[src/rtl/key_command_encoder_pkg.sv]
// Shared types and helpers for key_command_encoder.
// Go codes are shared with the game core, gameBoardPart2 and movementCounter.
package key_command_encoder_pkg;

  localparam logic [2:0] GO_NONE  = 3'b000;
  localparam logic [2:0] GO_UP    = 3'b001;
  localparam logic [2:0] GO_DOWN  = 3'b010;
  localparam logic [2:0] GO_LEFT  = 3'b011;
  localparam logic [2:0] GO_RIGHT = 3'b100;

  typedef enum logic [2:0] {
    ST_IDLE     = 3'd0,
    ST_PRESS_DB = 3'd1,
    ST_FIRE     = 3'd2,
    ST_HOLD     = 3'd3,
    ST_REL_DB   = 3'd4
  } kce_state_t;

  // Fixed priority among simultaneously pressed keys: [3] > [2] > [1] > [0].
  function automatic logic [1:0] prio_idx(input logic [3:0] ks_n);
    if (!ks_n[3])      return 2'd3;
    else if (!ks_n[2]) return 2'd2;
    else if (!ks_n[1]) return 2'd1;
    else               return 2'd0;
  endfunction

  // Key index to go code: 3=up, 2=down, 1=left, 0=right.
  function automatic logic [2:0] go_code(input logic [1:0] idx);
    case (idx)
      2'd3:    return GO_UP;
      2'd2:    return GO_DOWN;
      2'd1:    return GO_LEFT;
      default: return GO_RIGHT;
    endcase
  endfunction

endpackage

[src/rtl/key_command_encoder_key_sync.sv]
// key_sync: 4-bit two-flop synchroniser for the raw active-low buttons.
// Resets to all-ones so every key reads as released out of reset.
module key_sync (
  input  logic       clk,
  input  logic       resetn,
  input  logic [3:0] i_d,
  output logic [3:0] o_q
);

  logic [3:0] r_meta;
  logic [3:0] r_sync;

  // Two-stage capture of the asynchronous key pins.
  always_ff @(posedge clk or negedge resetn) begin
    if (!resetn) begin
      r_meta <= '1;
      r_sync <= '1;
    end else begin
      r_meta <= i_d;
      r_sync <= r_meta;
    end
  end

  assign o_q = r_sync;

endmodule

[src/rtl/key_command_encoder.sv]
// key_command_encoder: synchronises, debounces and priority-encodes the four
// active-low KEY buttons into single-cycle go commands.
// Optional feature macro: KEY_COMMAND_ENCODER_AUTO_REPEAT_EN (auto-repeat while held).
module key_command_encoder
  import key_command_encoder_pkg::*;
#(
  parameter int unsigned DEBOUNCE_CYCLES = 1_000_000,
  parameter int unsigned REPEAT_DELAY    = 25_000_000,
  parameter int unsigned REPEAT_PERIOD   = 10_000_000
) (
  input  logic       clk,
  input  logic       resetn,
  input  logic [3:0] key_n,
  input  logic       enable,
  output logic [2:0] go,
  output logic       key_held
);

  localparam int unsigned MAX_DR  = (DEBOUNCE_CYCLES > REPEAT_DELAY) ? DEBOUNCE_CYCLES : REPEAT_DELAY;
  localparam int unsigned MAX_CYC = (MAX_DR > REPEAT_PERIOD) ? MAX_DR : REPEAT_PERIOD;
  localparam int unsigned CW      = $clog2(MAX_CYC) + 1;
  localparam logic [CW-1:0] DB_LAST = CW'(DEBOUNCE_CYCLES - 1);

  logic [3:0]    w_ks_n;
  kce_state_t    r_state, w_state_nxt;
  logic [CW-1:0] r_cnt, w_cnt_nxt;
  logic [1:0]    r_key_idx, w_key_idx_nxt;
  logic [2:0]    r_go, w_go_nxt;
  logic          r_key_held, w_held_nxt;
  logic          w_any_low, w_all_high, w_latched_low;
  logic          w_rep_fire;

  key_sync u_key_sync (
    .clk    (clk),
    .resetn (resetn),
    .i_d    (key_n),
    .o_q    (w_ks_n)
  );

  assign w_any_low     = ~&w_ks_n;
  assign w_all_high    = &w_ks_n;
  assign w_latched_low = ~w_ks_n[r_key_idx];

  // State, counter, latched key and registered outputs.
  always_ff @(posedge clk or negedge resetn) begin
    if (!resetn) begin
      r_state    <= ST_IDLE;
      r_cnt      <= '0;
      r_key_idx  <= '0;
      r_go       <= GO_NONE;
      r_key_held <= 1'b0;
    end else begin
      r_state    <= w_state_nxt;
      r_cnt      <= w_cnt_nxt;
      r_key_idx  <= w_key_idx_nxt;
      r_go       <= w_go_nxt;
      r_key_held <= w_held_nxt;
    end
  end

  // Next-state logic with the debounce counter cleared on every state entry.
  always_comb begin
    w_state_nxt   = r_state;
    w_cnt_nxt     = r_cnt;
    w_key_idx_nxt = r_key_idx;
    case (r_state)
      ST_IDLE: begin
        if (w_any_low) begin
          w_key_idx_nxt = prio_idx(w_ks_n);
          w_cnt_nxt     = '0;
          w_state_nxt   = ST_PRESS_DB;
        end
      end
      ST_PRESS_DB: begin
        if (w_latched_low) begin
          if (r_cnt == DB_LAST) begin
            w_cnt_nxt   = '0;
            w_state_nxt = ST_FIRE;
          end else begin
            w_cnt_nxt = r_cnt + 1'b1;
          end
        end else begin
          w_cnt_nxt   = '0;
          w_state_nxt = ST_IDLE;
        end
      end
      ST_FIRE: begin
        w_cnt_nxt   = '0;
        w_state_nxt = ST_HOLD;
      end
      ST_HOLD: begin
        if (w_all_high) begin
          w_cnt_nxt   = '0;
          w_state_nxt = ST_REL_DB;
        end
      end
      ST_REL_DB: begin
        if (w_all_high) begin
          if (r_cnt == DB_LAST) begin
            w_cnt_nxt   = '0;
            w_state_nxt = ST_IDLE;
          end else begin
            w_cnt_nxt = r_cnt + 1'b1;
          end
        end else begin
          w_cnt_nxt   = '0;
          w_state_nxt = ST_HOLD;
        end
      end
      default: begin
        w_cnt_nxt   = '0;
        w_state_nxt = ST_IDLE;
      end
    endcase
  end

`ifdef KEY_COMMAND_ENCODER_AUTO_REPEAT_EN
  localparam logic [CW-1:0] RD_LAST = CW'(REPEAT_DELAY - 1);
  localparam logic [CW-1:0] RP_LAST = CW'(REPEAT_PERIOD - 1);

  logic [CW-1:0] r_rcnt, w_rcnt_nxt;
  logic          r_rep_phase, w_rep_phase_nxt;

  // Repeat counter and phase (first delay vs. steady period).
  always_ff @(posedge clk or negedge resetn) begin
    if (!resetn) begin
      r_rcnt      <= '0;
      r_rep_phase <= 1'b0;
    end else begin
      r_rcnt      <= w_rcnt_nxt;
      r_rep_phase <= w_rep_phase_nxt;
    end
  end

  // Runs only while staying in HOLD with the latched key down; anything else restarts it.
  always_comb begin
    w_rcnt_nxt      = r_rcnt;
    w_rep_phase_nxt = r_rep_phase;
    w_rep_fire      = 1'b0;
    if (r_state == ST_HOLD && w_state_nxt == ST_HOLD && w_latched_low) begin
      if (r_rcnt == (r_rep_phase ? RP_LAST : RD_LAST)) begin
        w_rep_fire      = 1'b1;
        w_rcnt_nxt      = '0;
        w_rep_phase_nxt = 1'b1;
      end else begin
        w_rcnt_nxt = r_rcnt + 1'b1;
      end
    end else begin
      w_rcnt_nxt      = '0;
      w_rep_phase_nxt = 1'b0;
    end
  end
`else
  assign w_rep_fire = 1'b0;
`endif

  // Output decode from the next state so go and key_held line up with the state register.
  always_comb begin
    w_go_nxt   = GO_NONE;
    w_held_nxt = 1'b0;
    if (enable && (w_state_nxt == ST_FIRE || w_rep_fire))
      w_go_nxt = go_code(r_key_idx);
    if (w_state_nxt == ST_FIRE || w_state_nxt == ST_HOLD || w_state_nxt == ST_REL_DB)
      w_held_nxt = 1'b1;
  end

  assign go       = r_go;
  assign key_held = r_key_held;

endmodule
[config.mk]
export PLATFORM = sky130hd
export DESIGN_NAME = key_command_encoder
export DESIGN_NICKNAME = d
export VERILOG_FILES = /design/src/rtl/key_command_encoder_pkg.sv /design/src/rtl/key_command_encoder_key_sync.sv /design/src/rtl/key_command_encoder.sv
export SDC_FILE = /design/constraint.sdc
export NUM_CORES = 1
export LEC_CHECK = 0
export ABC_AREA = 1
export BUFFER_PORTS_ARGS = -buffer_cell sky130_fd_sc_hd__buf_2
export CORE_ASPECT_RATIO = 0.75
export CORE_UTILIZATION = 55
export CTS_CLUSTER_DIAMETER = 50
export CTS_CLUSTER_SIZE = 25
export DETAILED_ROUTE_END_ITERATION = 8
export GPL_ROUTABILITY_DRIVEN = 0
export HOLD_SLACK_MARGIN = 0.02
export PLACE_DENSITY = 0.78
export SYNTH_ARGS = -nofsm -noshare
export SYNTH_HDL_FRONTEND = slang
export SYNTH_SLANG_ARGS = --single-unit
[constraint.sdc]
create_clock -name clk -period 1.66 [get_ports clk]
set_clock_uncertainty 0.05 [all_clocks]
set_input_delay 0.083 -clock clk [delete_from_list [all_inputs] [get_ports clk]]
set_output_delay 0.083 -clock clk [all_outputs]
set_load 0.005 [all_outputs]
==> results of run 1 <==
## cell families after synthesis
logic type	count (synthesis)
adders and majority gates	4
and+or+nand+nor	237
DFF	43
AOI/OAI and AO/OA	20
buffers and inverters	54
xor gates and xnor gates	6
## per-layer routing
layer  up-vias  routed length, µm  GRT usage (%)
met1      1214               3160           42.3
met5         -                  0              0
li1       1278                  -              -
met4         0                 78           6.27
met3        13                726           6.86
met2       147               3020           44.2
## final cells by class
class | instances | area (µm²) | share of cell area (%)
Clock buffer | 5 | 68.8 | 2.07
Timing Repair Buffer | 56 | 443 | 13.3
Inverter | 52 | 198 | 5.94
Multi-Input combinational cell | 268 | 1420 | 42.5
Tap cell | 57 | 71.3 | 2.14
Sequential cell | 43 | 1090 | 32.7
Clock inverter | 3 | 43.8 | 1.32
## synth_stat cells (all sizes together)
library cell / instances
o21ai: 9
nor3: 5
o211ai: 1
xor2: 6
o22ai: 1
nand4: 15
buf: 2
dfstp: 8
nand2: 109
inv: 52
a21oi: 5
nand3b: 1
a21boi: 4
nand3: 39
dfrtp: 35
nor2: 68
ha: 4
## critical path, delay by kind of cell (launching register included)
| kind | cells | cell delay [ns] |
|---|---|---|
| AOI/OAI and AO/OA | 1 | 0.25 |
| xor gates and xnor gates | 1 | 0.17 |
| and+or+nand+nor | 4 | 0.43 |
| DFF | 1 | 0.41 |
| buffers and inverters | 3 | 0.38 |
## sequential cells by signal, indices dropped and copies added, names as in the netlist
register,cells
r_key_idx,2
r_cnt,26
u_key_sync.r_meta,4
u_key_sync.o_q,4
key_held,1
go,3
r_state,3
## repair_timing
action | CTS | global route
setup endpoints to repair | 21 | 29
buffers inserted | 6 | 6
endpoints found under the hold margin | 26 | 0
pin swaps | 4 | 6
cloned | 0 | 1
resized for setup | 5 | 26
hold buffers | 6 | 0
## per-stage QoR
step | power, mW | setup WS [ns] | instance area [µm²] | cells | setup TNS [ns]
6_report | 3.09 | -0.0787 | 3330 | 484 | -0.167
5_1_grt | 3.26 | -0.119 | 3330 | 484 | -1.99
4_1_cts | 2.96 | 0.00201 | 3190 | 477 | 0
3_5_place_dp | 2.04 | -0.0759 | 2960 | 457 | -0.470
3_3_place_gp | 2.02 | -0.00893 | 2960 | 457 | -0.0125
2_1_floorplan | 1.75 | 0.0978 | 2620 | 364 | 0
## power by group through the flow
stage	clock (mW)	sequential, mW	combinational [mW]
5_1_grt	0.892	1.19	1.18
2_1_floorplan	0	1.19	0.566
3_5_place_dp	0	1.20	0.837
4_1_cts	0.839	1.18	0.939
3_3_place_gp	0	1.20	0.824
6_report	0.837	1.18	1.07
## final timing paths
check | start | to | slack [ns]
max | r_state[0] | r_cnt[3] | -0.08
min | resetn | r_cnt[1] | 0.22
max reg2reg | r_state[0] | r_cnt[3] | -0.08
min reg2reg | u_key_sync.r_meta[1] | u_key_sync.o_q[1] | 0.31
max in group asynchronous | resetn | u_key_sync.o_q[2] | 0.79
min in group clk | u_key_sync.r_meta[1] | u_key_sync.o_q[1] | 0.31
==> results.sh, run 1 <==
export IMPL_synth_top_family_by_area="simple AND/OR/NAND/NOR gates"
export IMPL_synth_xor_area_share_pct=2.00
export IMPL_p_leak_nw=1.62
export IMPL_grt_first_pass_wirelength_um=10700
export IMPL_timing_slew_headroom_pct=69.4
export IMPL_violations="setup timing"
export IMPL_synthAdderAreaFrac_pct=1.91
export IMPL_worst_pin_slew_ns=0.460
export IMPL_cp_required_ns=1.86
export IMPL_switching_share_pct=34.2
export IMPL_finalHoldWorstSlack_ns=0.217
export IMPL_timing_fmax_mhz=575
export IMPL_grt_max_degree=25
export IMPL_grtUsageTotal_pct=29.0
export IMPL_num_io_pins=11
export IMPL_cts_root_buf="clkbuf_8"
export IMPL_critical_path_peak_fanout=6
export IMPL_postSynthCellCount=364
export IMPL_clkPwrFrac_pct=27.1
export IMPL_grt_pass1_vias=2300
export IMPL_ant_nets=0
export IMPL_combPwrFrac_pct=34.6
export IMPL_vdd_drop_max_mv=0.676
export IMPL_finalHoldViolations=0
export IMPL_hp_class="in -> async"
export IMPL_p_switching_mw=1.06
export IMPL_synth_compound_area_share_pct=5.35
export IMPL_post_route_min_period_ns=1.74
export IMPL_gr_total_overflow=0
export IMPL_worstSetupEndpointType="register"
export IMPL_die_width_um=81.7
export IMPL_p_seq_share_pct=38.3
export IMPL_synth_area_per_cell_um2=7.20
export IMPL_final_common_cell="nand2_1"
export IMPL_p_per_area_nw_per_um2=929
export IMPL_areaGrowthSynthToFinish_pct=27.0
export IMPL_routedWlPerCell_um=14.4
export IMPL_crit_path_cell_trace="inv_1 > nand2_1 > o21ai_2 > nand2_4 > buf_4 > nand2_1 > xor2_1 > nand2_1 > inv_1"
export IMPL_drc=0
export IMPL_rsz0062_at_grt="yes"
export IMPL_nets=437
export IMPL_path_class="reg -> reg"
export IMPL_crit_path_top_delay_cell="dfrtp_1"
export IMPL_clock_latency_ns=0.30
export IMPL_cts_clk_slew_worst_paths_ns=0.09
export IMPL_die_area_um2=5050
export IMPL_wl_um=6980
export IMPL_vias=2652
export IMPL_ys_ff_latch=43
export IMPL_finish_utilization_pct=73.6
export IMPL_fin_crit_sh_pct=105
export IMPL_final_cell_mix="nand2_1 (97), nor2_1 (55), inv_1 (47)"
export IMPL_yosys_area_share_simple_pct=41.2
export IMPL_drt_iter0_drc=194
export IMPL_netlist_top_cells_area="dfrtp_1 (33%), nand2_1 (15%), nor2_1 (8.7%), dfstp_2 (8.0%), inv_1 (7.2%)"
export IMPL_setup_viol=5
export IMPL_crit_top_cell="nand2_1"
export IMPL_start_util_pct=58.0
export IMPL_synth_top_area_share_pct=33.4
export IMPL_via_per_inst=5.48
export IMPL_synth_cell_types=31
export IMPL_num_antenna_cells=0
export IMPL_worst_ep_arrival_time_ns=1.93
export IMPL_port_buffers=10
export IMPL_place_hpwl_um=4830
export IMPL_final_max_slew_viol_count=0
export IMPL_cp_slowest_stage_delay_ns=0.41
export IMPL_die_h_um=61.8
export IMPL_intPower_mw=2.03
export IMPL_clock_sinks=43
export IMPL_synth_area_um2=2620
export IMPL_drv_cap=0
export IMPL_synth_top_cell_by_area="dfrtp_1"
export IMPL_core_um2=4520
export IMPL_syn_nets=375
export IMPL_status="finished, violations left"
export IMPL_muxShareOfSynthArea_pct=0
export IMPL_grt_antenna_before_repair=0
export IMPL_numCtsBuffers=5
export IMPL_cts_tree="done"
export IMPL_fill_cells=316
export IMPL_startpoint_type="register"
export IMPL_dr_pass1_iters=6
export IMPL_finalWorstSetupSlack_ns=-0.0787
export IMPL_yosys_warnings=0
export IMPL_r2r_cells=9
export IMPL_clockBufferDepth=2
export IMPL_synth_seq_area_share_pct=41.4
export IMPL_h_tree_depth=2
export IMPL_drive_gt1_share_pct=25.3
export IMPL_rows=21
(Power assumes the default switching activity.)
==> run 2: changes to the inputs <==
Settings changed: CORE_UTILIZATION 55 to 58, CTS_BUF_LIST set to sky130_fd_sc_hd__clkbuf_2, PLACE_DENSITY 0.78 to 0.79, SYNTH_HIERARCHICAL set to 1.
==> run 2 against run 1 <==
The flow still finishes with violations (setup timing). Global-route usage is 1.4 points higher. Wire length shrank 3.8%. Clock-buffer cell count did not move. Clock power down 45%. Total power decreased by 15%. First-iteration DRC count increased by 27%. Sequential share of layout area is 1.0 points higher. Combinational power decreased by 8%. Sequential power is essentially flat. Critical path depth is 2 lower. Core utilization grew 4.4 points. Via count is 0.41% lower.
==> results.sh, run 2 <==
export IMPL_status="finished, violations left"
export IMPL_violations="setup timing"
export IMPL_areaGrowthSynthToFinish_pct=25.9
export IMPL_cts_clk_slew_worst_paths_ns=0.24
export IMPL_cts_tree="done"
export IMPL_synth_area_um2=2560
export IMPL_r2r_cells=7
export IMPL_dr_pass1_iters=7
export IMPL_worst_ep_arrival_time_ns=2.03
export IMPL_synth_seq_area_share_pct=42.4
export IMPL_grt_first_pass_wirelength_um=10600
export IMPL_synth_edf_count=0
export IMPL_crit_path_cell_trace="nor3_2 > nand2_1 > o21ai_2 > nand2_4 > nand2_2 > inv_8 > nor2_1"
export IMPL_ys_ff_latch=43
export IMPL_r2r_start="r_state[1]"
export IMPL_finalWorstSetupSlack_ns=-0.0538
export IMPL_critical_path_peak_fanout=19
export IMPL_startpoint_type="register"
export IMPL_start_util_pct=62.0
export IMPL_clock_sinks=43
export IMPL_yosys_top_cells_count="nand2_1 (91), inv_1 (53), nor2_1 (52)"
export IMPL_crit_buf_inv=1
export IMPL_clkPwrFrac_pct=17.6
export IMPL_port_buffers=10
export IMPL_core_um2=4130
export IMPL_p_per_area_nw_per_um2=814
export IMPL_largest_register_ffs=26
export IMPL_finish_utilization_pct=78.0
export IMPL_rrSetupSlack_ns=-0.05
export IMPL_cp_depth=7
export IMPL_grtUsageTotal_pct=30.4
export IMPL_synth_flop_cell="dfrtp_1"
export IMPL_wl_um=6720
export IMPL_clock_latency_ns=0.44
export IMPL_yosys_warnings=6
export IMPL_setup_viol=23
export IMPL_nets=423
export IMPL_ant_nets=0
export IMPL_num_io_pins=11
export IMPL_die_width_um=78.7
export IMPL_cts_root_buf="clkbuf_2"
export IMPL_drc=0
export IMPL_design_area_um2=3220
export IMPL_async_flop_share_pct=100
export IMPL_fin_crit_sh_pct=103
export IMPL_vias=2641
export IMPL_path_delay_family="simple AND/OR/NAND/NOR gates"
export IMPL_synth_top_cell_by_area="dfrtp_1"
export IMPL_final_cell_mix="nand2_1 (83), inv_1 (51), nor2_1 (45)"
export IMPL_p_seq_share_pct=45.0
export IMPL_drive_gt1_share_pct=27.8
export IMPL_place_hpwl_um=4640
export IMPL_hp_class="in -> async"
export IMPL_drv_cap=0
export IMPL_post_route_min_period_ns=1.71
export IMPL_worst_pin_slew_ns=0.477
export IMPL_final_common_cell="nand2_1"
export IMPL_rows=20
export IMPL_timing_slew_headroom_pct=68.2
export IMPL_num_antenna_cells=0
export IMPL_p_switching_mw=1.03
export IMPL_routedWlPerCell_um=14.4
export IMPL_drt_iter0_drc=246
export IMPL_p_leak_nw=1.59
export IMPL_grt_pass1_vias=2300
export IMPL_finalHoldViolations=0
export IMPL_path_class="reg -> reg"
export IMPL_syn_nets=364
export IMPL_synth_cell_types=25
export IMPL_reg2reg_to="r_cnt[11]"
export IMPL_cp_slowest_stage_delay_ns=0.47
export IMPL_grt_max_degree=26
export IMPL_synth_top_area_share_pct=34.2
export IMPL_die_h_um=59.5
export IMPL_switching_share_pct=39.5
export IMPL_timing_fmax_mhz=583
export IMPL_via_per_inst=5.64
export IMPL_synth_most_common_cell="nand2_1"
export IMPL_vdd_drop_max_mv=0.566
export IMPL_final_max_slew_viol_count=0
export IMPL_crit_path_top_delay_cell="dfrtp_1"
export IMPL_rsz0062_at_grt="yes"
export IMPL_h_tree_depth=2
export IMPL_top_register="r_cnt"
export IMPL_worstSetupEndpointType="register"
export IMPL_numCtsBuffers=5
export IMPL_postSynthCellCount=353
export IMPL_combPwrFrac_pct=37.4
export IMPL_grt_antenna_before_repair=0
export IMPL_die_area_um2=4690
export IMPL_intPower_mw=1.59
export IMPL_netlist_top_cells_area="dfrtp_1 (34%), nand2_1 (13%), dfstp_2 (8.2%), inv_1 (7.8%), nor2_1 (7.6%)"
export IMPL_synth_area_per_cell_um2=7.25
export IMPL_gr_total_overflow=0
export IMPL_clockBufferDepth=2
export IMPL_cp_required_ns=1.98
export IMPL_placed_cell_area_um2=2890
run 2: cell types whose count changed after synthesis, sizes merged, moves of 3 or more:
| cell | delta |
|---|---|
| inv | +4 |
| a21boi | -3 |
| nor2 | -6 |
| xor2 | +3 |
| nand3 | -6 |
| nor3 | +6 |
| nand2 | -9 |
run 2: routing by layer:
layer	track usage (%)	vias to the layer above	wire, µm
li1	-	1226	-
met1	44.5	1229	2890
met2	46.3	157	2970
met3	5.54	29	688
met4	8.99	0	177
met5	0	-	0
run 2: worst max-delay path by stage:
stage / start / end
floorplan: u_key_sync/o_q[3] / r_cnt[24]
CTS: u_key_sync/o_q[0] / r_cnt[18]
global placement: u_key_sync/o_q[3] / r_cnt[18]
finish: r_state[1] / r_cnt[11]
detailed placement: u_key_sync/o_q[3] / r_cnt[18]
global route: r_key_idx[0] / r_cnt[11]
run 2: cells by family after synthesis:
group	Yosys count	synth area share [%]
fa+ha+maj	4	1.96
xor+xnor	9	3.08
compound gates	16	3.42
flops	43	42.4
buf+inv	59	9.63
simple gates	222	39.5
run 2: area by class of cell:
cell class / count / area [µm²]
clock buffers: 5 / 25.0
fillers: 303 / 907
multi-input cells: 251 / 1370
well taps: 55 / 68.8
clock inverters: 3 / 20.0
inverters: 56 / 218
flip-flops and latches: 43 / 1090
repair buffers: 55 / 430
run 2: worst reg2reg max path, cell delays in order (launching register included):
cell	delay, ns
dfrtp_1	0.47
nor3_2	0.27
nand2_1	0.16
o21ai_2	0.26
nand2_4	0.08
nand2_2	0.13
inv_8	0.08
nor2_1	0.14
run 2: what timing repair did:
action,in CTS,in global routing
buffers inserted,3,5
hold endpoints to repair,42,0
resized for setup,11,36
pin swaps,4,12
hold buffers,6,0
endpoints found under the setup margin,22,29
run 2: per-stage QoR:
step	TNS [ns]	hold WS, ns	cells	power, mW	setup slack (ns)
6_report	-0.541	0.0297	468	2.62	-0.0538
5_1_grt	-3.24	0.0780	468	2.77	-0.169
4_1_cts	0	0.0554	463	2.38	0.00196
3_5_place_dp	-0.838	0.0213	446	1.88	-0.0857
3_3_place_gp	-0.666	0.00364	446	1.86	-0.0740
2_1_floorplan	0	-0.263	353	1.65	0.0817
run 2: power groups by stage:
stage,registers (mW),clock network (mW),logic [mW]
4_1_cts,1.18,0.463,0.738
6_report,1.18,0.461,0.982
3_5_place_dp,1.20,0,0.685
2_1_floorplan,1.19,0,0.455
5_1_grt,1.19,0.509,1.07
3_3_place_gp,1.20,0,0.669
